## config.mk

```make
export PLATFORM = sky130hd
export DESIGN_NAME = rp_scope_calib_ctrl
export DESIGN_NICKNAME = d
export VERILOG_FILES = /design/src/rtl/rp_scope_calib_pkg.sv /design/src/rtl/rp_calib_accum.sv /design/src/rtl/rp_scope_calib_ctrl.sv
export SDC_FILE = /design/constraint.sdc
export NUM_CORES = 1
export LEC_CHECK = 0
export CAP_MARGIN = 20
export CORE_MARGIN = 8
export CORE_UTILIZATION = 50
export CTS_BUF_LIST = sky130_fd_sc_hd__clkbuf_8
export DETAILED_ROUTE_END_ITERATION = 10
export GPL_TIMING_DRIVEN = 0
export PLACE_DENSITY = 0.79
export SLEW_MARGIN = 40
export SYNTH_ARGS = -nofsm -noshare
export SYNTH_HDL_FRONTEND = slang
export SYNTH_SLANG_ARGS = --single-unit
```

## constraint.sdc

```tcl
create_clock -name adc_clk_i -period 3.3 [get_ports adc_clk_i]
set_input_delay 0.33 -clock adc_clk_i [delete_from_list [all_inputs] [get_ports adc_clk_i]]
set_output_delay 0.33 -clock adc_clk_i [all_outputs]
set_load 0.05 [all_outputs]
```

## src/rtl/rp_scope_calib_pkg.sv

```systemverilog
// rtl/rp_scope_calib_pkg.sv - shared types and constants for the scope calibration sequencer
package rp_scope_calib_pkg;

  typedef enum logic [2:0] {
    IDLE,
    SETTLE,
    ACCUM,
    CALC,
    APPLY
  } calib_state_e;

  localparam logic [15:0] UNITY_GAIN = 16'h8000;

  // Signed saturation limits for a DBITS-wide offset, shared with the calib datapath.
  function automatic int calc_max(input int dbits);
    return (1 << (dbits - 1)) - 1;
  endfunction

  function automatic int calc_min(input int dbits);
    return -(1 << (dbits - 1));
  endfunction

endpackage

```

## src/rtl/rp_calib_accum.sv

```systemverilog
// rtl/rp_calib_accum.sv - clear/enable sample accumulator with 2^AVG_LOG2 sample counter
module rp_calib_accum #(
  parameter int DBITS    = 16,
  parameter int AVG_LOG2 = 10
) (
  input  logic                               clk_i,
  input  logic                               rst_ni,
  input  logic                               clr_i,
  input  logic                               en_i,
  input  logic signed [DBITS-1:0]            dat_i,
  output logic signed [DBITS+AVG_LOG2-1:0]   acc_o,
  output logic                               last_o
);

  logic signed [DBITS+AVG_LOG2-1:0] acc_q, acc_d;
  logic [AVG_LOG2-1:0]              cnt_q, cnt_d;

  always_comb begin
    acc_d = acc_q;
    cnt_d = cnt_q;
    if (clr_i) begin
      acc_d = '0;
      cnt_d = '0;
    end else if (en_i) begin
      acc_d = acc_q + $signed({{AVG_LOG2{dat_i[DBITS-1]}}, dat_i});
      cnt_d = cnt_q + 1'b1;
    end
  end

  always_ff @(posedge clk_i or negedge rst_ni) begin
    if (!rst_ni) begin
      acc_q <= '0;
      cnt_q <= '0;
    end else begin
      acc_q <= acc_d;
      cnt_q <= cnt_d;
    end
  end

  assign acc_o = acc_q;
  // High when the next accepted sample completes the 2^AVG_LOG2 window.
  assign last_o = &cnt_q;

endmodule

```

## src/rtl/rp_scope_calib_ctrl.sv

```systemverilog
// rtl/rp_scope_calib_ctrl.sv - auto-offset calibration sequencer and offset/gain mux for one scope channel
// Optional build macro RP_CALIB_TIMEOUT_EN adds a no-valid-sample timeout in SETTLE/ACCUM.
module rp_scope_calib_ctrl
  import rp_scope_calib_pkg::*;
#(
  parameter int          DBITS      = 16,
  parameter int          AVG_LOG2   = 10,
  parameter int          SETTLE_SMP = 64,
  parameter int unsigned TMO_CYC    = 2**20
) (
  input  logic                    adc_clk_i,
  input  logic                    adc_rstn_i,
  input  logic signed [DBITS-1:0] adc_dat_i,
  input  logic                    adc_dat_tvalid_i,
  input  logic                    start_i,
  input  logic                    abort_i,
  input  logic                    auto_mode_i,
  input  logic signed [DBITS-1:0] sw_offset_i,
  input  logic [15:0]             sw_gain_i,
  output logic signed [DBITS-1:0] cfg_calib_offset_o,
  output logic [15:0]             cfg_calib_gain_o,
  output logic signed [DBITS-1:0] auto_offset_o,
  output logic                    busy_o,
  output logic                    done_o,
  output logic                    sat_o,
  output logic                    err_o
);

  localparam int AW = DBITS + AVG_LOG2;
  localparam int SW = (SETTLE_SMP > 1) ? $clog2(SETTLE_SMP) : 1;
  localparam logic signed [AW-1:0]    HALF    = AW'(1 << (AVG_LOG2 - 1));
  localparam logic signed [DBITS-1:0] RES_MAX = DBITS'(calc_max(DBITS));
  localparam logic signed [DBITS-1:0] RES_MIN = DBITS'(calc_min(DBITS));

  calib_state_e            state_q, state_d;
  logic [SW-1:0]           settle_cnt_q, settle_cnt_d;
  logic signed [DBITS-1:0] res_q, res_d;
  logic signed [DBITS-1:0] auto_offset_q, auto_offset_d;
  logic signed [DBITS-1:0] cfg_offset_q, cfg_offset_d;
  logic [15:0]             cfg_gain_q, cfg_gain_d;
  logic                    done_q, done_d;
  logic                    sat_q, sat_d;
  logic                    err_q, err_d;

  logic                    acc_clr, acc_en, acc_last, tmo_hit;
  logic signed [AW-1:0]    acc;
  logic signed [DBITS-1:0] mean;
  logic                    calc_sat;

  rp_calib_accum #(
    .DBITS    (DBITS),
    .AVG_LOG2 (AVG_LOG2)
  ) u_accum (
    .clk_i  (adc_clk_i),
    .rst_ni (adc_rstn_i),
    .clr_i  (acc_clr),
    .en_i   (acc_en),
    .dat_i  (adc_dat_i),
    .acc_o  (acc),
    .last_o (acc_last)
  );

  // Round half up, then the only value whose negation overflows is the most negative mean.
  assign mean     = DBITS'((acc + HALF) >>> AVG_LOG2);
  assign calc_sat = (mean == RES_MIN);

`ifdef RP_CALIB_TIMEOUT_EN
  localparam int TW = $clog2(TMO_CYC + 1);
  logic [TW-1:0] tmo_cnt_q, tmo_cnt_d;

  always_comb begin
    tmo_cnt_d = '0;
    if ((state_q == SETTLE || state_q == ACCUM) && !adc_dat_tvalid_i) tmo_cnt_d = tmo_cnt_q + 1'b1;
  end

  assign tmo_hit = (state_q == SETTLE || state_q == ACCUM) && !adc_dat_tvalid_i &&
                   (tmo_cnt_q == TW'(TMO_CYC - 1));

  always_ff @(posedge adc_clk_i or negedge adc_rstn_i) begin
    if (!adc_rstn_i) tmo_cnt_q <= '0;
    else             tmo_cnt_q <= tmo_cnt_d;
  end
`else
  logic unused_tmo;
  assign unused_tmo = (TMO_CYC != 0);
  assign tmo_hit    = 1'b0;
`endif

  always_comb begin
    state_d       = state_q;
    settle_cnt_d  = settle_cnt_q;
    res_d         = res_q;
    auto_offset_d = auto_offset_q;
    sat_d         = sat_q;
    err_d         = err_q;
    done_d        = 1'b0;
    acc_clr       = 1'b0;
    acc_en        = 1'b0;
    cfg_offset_d  = auto_mode_i ? auto_offset_q : sw_offset_i;
    cfg_gain_d    = sw_gain_i;
    case (state_q)
      IDLE: begin
        if (start_i && !abort_i) begin
          state_d      = SETTLE;
          settle_cnt_d = '0;
          sat_d        = 1'b0;
          err_d        = 1'b0;
          acc_clr      = 1'b1;
        end
      end
      SETTLE: begin
        if (abort_i || tmo_hit) begin
          state_d = IDLE;
          err_d   = 1'b1;
        end else if (SETTLE_SMP == 0) begin
          state_d = ACCUM;
        end else if (adc_dat_tvalid_i) begin
          if (settle_cnt_q == SW'(SETTLE_SMP - 1)) state_d = ACCUM;
          else settle_cnt_d = settle_cnt_q + 1'b1;
        end
      end
      ACCUM: begin
        if (abort_i || tmo_hit) begin
          state_d = IDLE;
          err_d   = 1'b1;
        end else if (adc_dat_tvalid_i) begin
          acc_en = 1'b1;
          if (acc_last) state_d = CALC;
        end
      end
      CALC: begin
        if (abort_i) begin
          state_d = IDLE;
          err_d   = 1'b1;
        end else begin
          res_d   = calc_sat ? RES_MAX : -mean;
          sat_d   = calc_sat;
          state_d = APPLY;
        end
      end
      APPLY: begin
        auto_offset_d = res_q;
        done_d        = 1'b1;
        state_d       = IDLE;
      end
      default: state_d = IDLE;
    endcase
  end

  always_ff @(posedge adc_clk_i or negedge adc_rstn_i) begin
    if (!adc_rstn_i) begin
      state_q       <= IDLE;
      settle_cnt_q  <= '0;
      res_q         <= '0;
      auto_offset_q <= '0;
      cfg_offset_q  <= '0;
      cfg_gain_q    <= '0;
      done_q        <= 1'b0;
      sat_q         <= 1'b0;
      err_q         <= 1'b0;
    end else begin
      state_q       <= state_d;
      settle_cnt_q  <= settle_cnt_d;
      res_q         <= res_d;
      auto_offset_q <= auto_offset_d;
      cfg_offset_q  <= cfg_offset_d;
      cfg_gain_q    <= cfg_gain_d;
      done_q        <= done_d;
      sat_q         <= sat_d;
      err_q         <= err_d;
    end
  end

  assign cfg_calib_offset_o = cfg_offset_q;
  assign cfg_calib_gain_o   = cfg_gain_q;
  assign auto_offset_o      = auto_offset_q;
  assign busy_o             = (state_q != IDLE);
  assign done_o             = done_q;
  assign sat_o              = sat_q;
  assign err_o              = err_q;

endmodule

```

==> impl_results.md <==
- Status: finished clean
- Via density: 5.59
- Core Box Area: 12600 um^2
- Die height: 129 um
- Core Util, Final: 62.8%
- Combinational share of power: 56.3%
- Share of cells above drive strength 1: 12.5%
- Post-synthesis average cell area: 10.3 um^2
- # IOs: 106
- CP Data Required Time: 3.59 ns
- Layout Nets: 821
- Antenna-violating nets left: 0
- IO buf count: 104
- FILL cells: 1028
- Switching power: 0.00303 W
- Clock Pin Slew Worst Setup and Hold Paths: 0.11 ns
- Synth Warn #: 0
- Post-route clock skew: 0.0120 ns
- CTS Hold Buffers Added: 1
- EDFF count, synth: 0
- CTS Root Cell: clkbuf_8
- P&R area growth vs syn: 23.5%
- Internal: 0.00363 W
- H-tree levels: 3
- Die ar.: 16700 um^2
- Starting density of the core: 50.8%
- RSZ-0062 raised after global routing: no
- Seq pwr share: 31.8%
- Final setup fails: 0
- Vias: 5111
- Fmax: 342 MHz
- Residual DRC count: 0
- Setup crit end kind: flip-flop
- PwrDens: 844 nW/um^2
- Largest net degree at the start of global routing: 65
- # diodes: 0
- Initial antenna violation count: 0
- CTS Buf Count: 9
- Clock power share: 11.9%
- Total GRT Usage: 18.0%
- Routability Congestion: 0.877
- Rel. slew slack: 55.1%
- TritonCTS clock tree: built
- First-pass GRT wire length: 24.1 mm
- Post-layout min period: 2.92 ns
- Final WS setup: 0.380 ns
- CTS resizes: 0
- Pre-CTS setup slack: 0.0156 ns
- Clock tree buffer depth: 2
- Final wirelength: 14.8 mm
- WS Path Type: flip-flop to flip-flop
- Synth Flop Type: dfrtp_1
- Hold Path Class: primary input to flip-flop
- Syn Nets: 704
- Initial DRT Pass Iterations: 5
- CP max FO: 4
- Die width: 129 um
- Asr flop ratio synth: 100%
- Vias in the first global route: 5061
- Synth Cell Area: 6390 um^2
- Flops & latches, synth: 112
- 1st-iter DRT viols: 302
- Slew at the pin closest to its max-slew limit: 0.673 ns
- Post-CTS Setup Bufs: 0
- Final HPWL DP: 11.2 mm
- Total Power: 0.00665 W
- Gr ovfl total: 0
- Clk Latency, worst-skew pair: 0.39 ns
- Leakage power: 3.45 nW
- Final Hold Fails: 0
- Max-cap violations: 0
- Switching part of the total: 45.5%
- Site Rows: 41
- VDD IR max: 0.313 mV
- Avg WL per Cell: 16.1 um
- Final Slew Violations: 0
- Final period util: 88.5%
- Seq/Total Area, Yosys: 43.9%
- CP arrival: 3.22 ns
- Netlist cell types: 70
- Startpoint class of the critical path: flip-flop
- Synthesized instance count: 620
- Final hold slack: 0.368 ns
- Clk sinks: 112
## routing by layer
metal / up-vias / track usage [%] / part of all wire (%)
met5: - / 0 / 0
met4: 0 / 7.39 / 2.1
met3: 28 / 3.66 / 6.4
met2: 181 / 31.3 / 49
met1: 2455 / 21.2 / 43
li1: 2447 / - / -
## kinds of logic after synthesis
logic type / share of synthesized area [%]
DFF: 43.9
and+or+nand+nor: 15.1
buffers and inverters: 3.53
muxes: 7.01
xor gates and xnor gates: 7.93
adders and majority gates: 5.99
AOI/OAI and AO/OA: 16.5
## stage by stage
| stage | area (um^2) | cells | setup TNS, ns |
|---|---|---|---|
| floorplan | 6390 | 620 | 0 |
| global placement | 7640 | 896 | -249.83 |
| detailed placement | 7690 | 897 | 0 |
| CTS | 7890 | 914 | 0 |
| global route | 7890 | 914 | 0 |
| finish | 7890 | 914 | 0 |
## worst max-delay path, stage by stage, from the launching register on
cell and delay [ns]:
dfrtp_1 0.40, ha_1 0.23, fa_1 0.43, a211oi_1 0.28, o21bai_1 0.17, o21ai_1 0.21, a31oi_1 0.23, o21ai_1 0.22
a211oi_1 0.11, or3_1 0.31, a32o_1 0.24
## power groups by stage
| stage | clock, W | combinational, W | sequential, W |
|---|---|---|---|
| 2_1_floorplan | 0 | 0.00226 | 0.00263 |
| 3_3_place_gp | 0 | 0.00359 | 0.00210 |
| 3_5_place_dp | 0 | 0.00372 | 0.00214 |
| 4_1_cts | 0.000821 | 0.00374 | 0.00212 |
| 5_1_grt | 0.000869 | 0.00406 | 0.00217 |
| 6_report | 0.000795 | 0.00374 | 0.00212 |
## worst paths after layout
| kind | depth (start not counted) | startpoint | slack [ns] | to |
|---|---|---|---|---|
| min in group asynchronous | 2 | adc_rstn_i | 0.43 | res_q[7]$_DFFE_PN0P_ |
| max in group asynchronous | 3 | adc_rstn_i | 2.21 | u_accum.acc_o[24]$_DFFE_PN0P_ |
| max | 10 | u_accum.acc_o[0]$_DFFE_PN0P_ | 0.38 | u_accum.acc_o[16]$_DFFE_PN0P_ |
| max reg2reg | 10 | u_accum.acc_o[0]$_DFFE_PN0P_ | 0.38 | u_accum.acc_o[16]$_DFFE_PN0P_ |
| min reg2reg | 2 | u_accum.acc_o[2]$_DFFE_PN0P_ | 0.50 | u_accum.acc_o[2]$_DFFE_PN0P_ |
| min | 1 | sw_gain_i[3] | 0.37 | cfg_calib_gain_o[3]$_DFF_PN0_ |
## cell usage after synthesis, types with 2 or more instances
| master | number | area (um^2) |
|---|---|---|
| a211o_1 | 2 | 17.5 |
| a211oi_1 | 5 | 37.5 |
| a21o_1 | 8 | 60.1 |
| a21oi_1 | 33 | 165 |
| a221oi_1 | 2 | 17.5 |
| a22o_1 | 5 | 43.8 |
| a311oi_1 | 2 | 17.5 |
| a31oi_1 | 11 | 68.8 |
| a31oi_4 | 10 | 213 |
| and2_1 | 2 | 12.5 |
| and3_1 | 9 | 56.3 |
| buf_2 | 5 | 25.0 |
| buf_6 | 3 | 33.8 |
| clkbuf_1 | 17 | 63.8 |
| dfrtp_1 | 112 | 2800 |
| ha_1 | 29 | 363 |
| inv_1 | 16 | 60.1 |
| inv_2 | 3 | 11.3 |
| mux2_2 | 33 | 372 |
| mux2i_1 | 5 | 50.1 |
| nand2_1 | 54 | 203 |
| nand2b_1 | 4 | 25.0 |
| nand3_1 | 25 | 125 |
| nand4_1 | 4 | 25.0 |
| nor2_1 | 48 | 180 |
| nor3_1 | 18 | 90.1 |
| nor3b_1 | 5 | 37.5 |
| nor4b_1 | 2 | 17.5 |
| o211ai_1 | 2 | 15.0 |
| o21a_1 | 2 | 15.0 |
| o21ai_0 | 30 | 150 |
| o21ai_1 | 9 | 45.0 |
| o21bai_1 | 5 | 37.5 |
| o22ai_1 | 2 | 12.5 |
| o31ai_1 | 3 | 22.5 |
| or2_2 | 3 | 18.8 |
| or3_1 | 5 | 31.3 |
| xnor2_1 | 29 | 254 |
| xor2_1 | 27 | 236 |
## state kept, by name, indices dropped and copies added, names as in the netlist
register / count
auto_offset_o: 16
cfg_calib_gain_o: 16
cfg_calib_offset_o: 16
done_o: 1
err_o: 1
res_q: 16
sat_o: 1
settle_cnt_q: 6
state_q: 3
u_accum.acc_o: 26
u_accum.cnt_q: 10
## cells in the final DEF, fill, tap and decap left out, types with 3 or more instances in the layout
master,count
dfrtp_1,112
xnor2_1,29
nor2_1,48
xor2_1,27
o21ai_1,9
ha_1,29
a22o_1,5
a21oi_1,33
nor3_1,16
or2_2,3
o31ai_1,3
o21ai_0,30
nor3b_1,5
a31oi_1,11
mux2_2,33
clkbuf_8,11
buf_6,3
buf_2,5
clkdlybuf4s50_1,103
inv_1,16
inv_2,3
and3_1,9
nand2_1,54
nand2b_1,4
or3_1,5
a21o_1,8
mux2i_1,5
o21bai_1,5
a211oi_1,5
a31oi_4,10
nand3_1,25
clkbuf_1,16
nand4_1,4
## layout make-up
cell class / count / area [um^2] / area share, %
plain buffers: 28 / 155 / 1.97
clock buffers: 11 / 151 / 1.92
clock inverters: 5 / 38.8 / 0.492
inverters: 19 / 71.3 / 0.904
multi-input cells: 461 / 3370 / 42.7
flip-flops and latches: 112 / 2800 / 35.5
well taps: 172 / 215 / 2.73
repair buffers: 106 / 1080 / 13.7
Note: power is estimated with default switching activity, not from simulation.
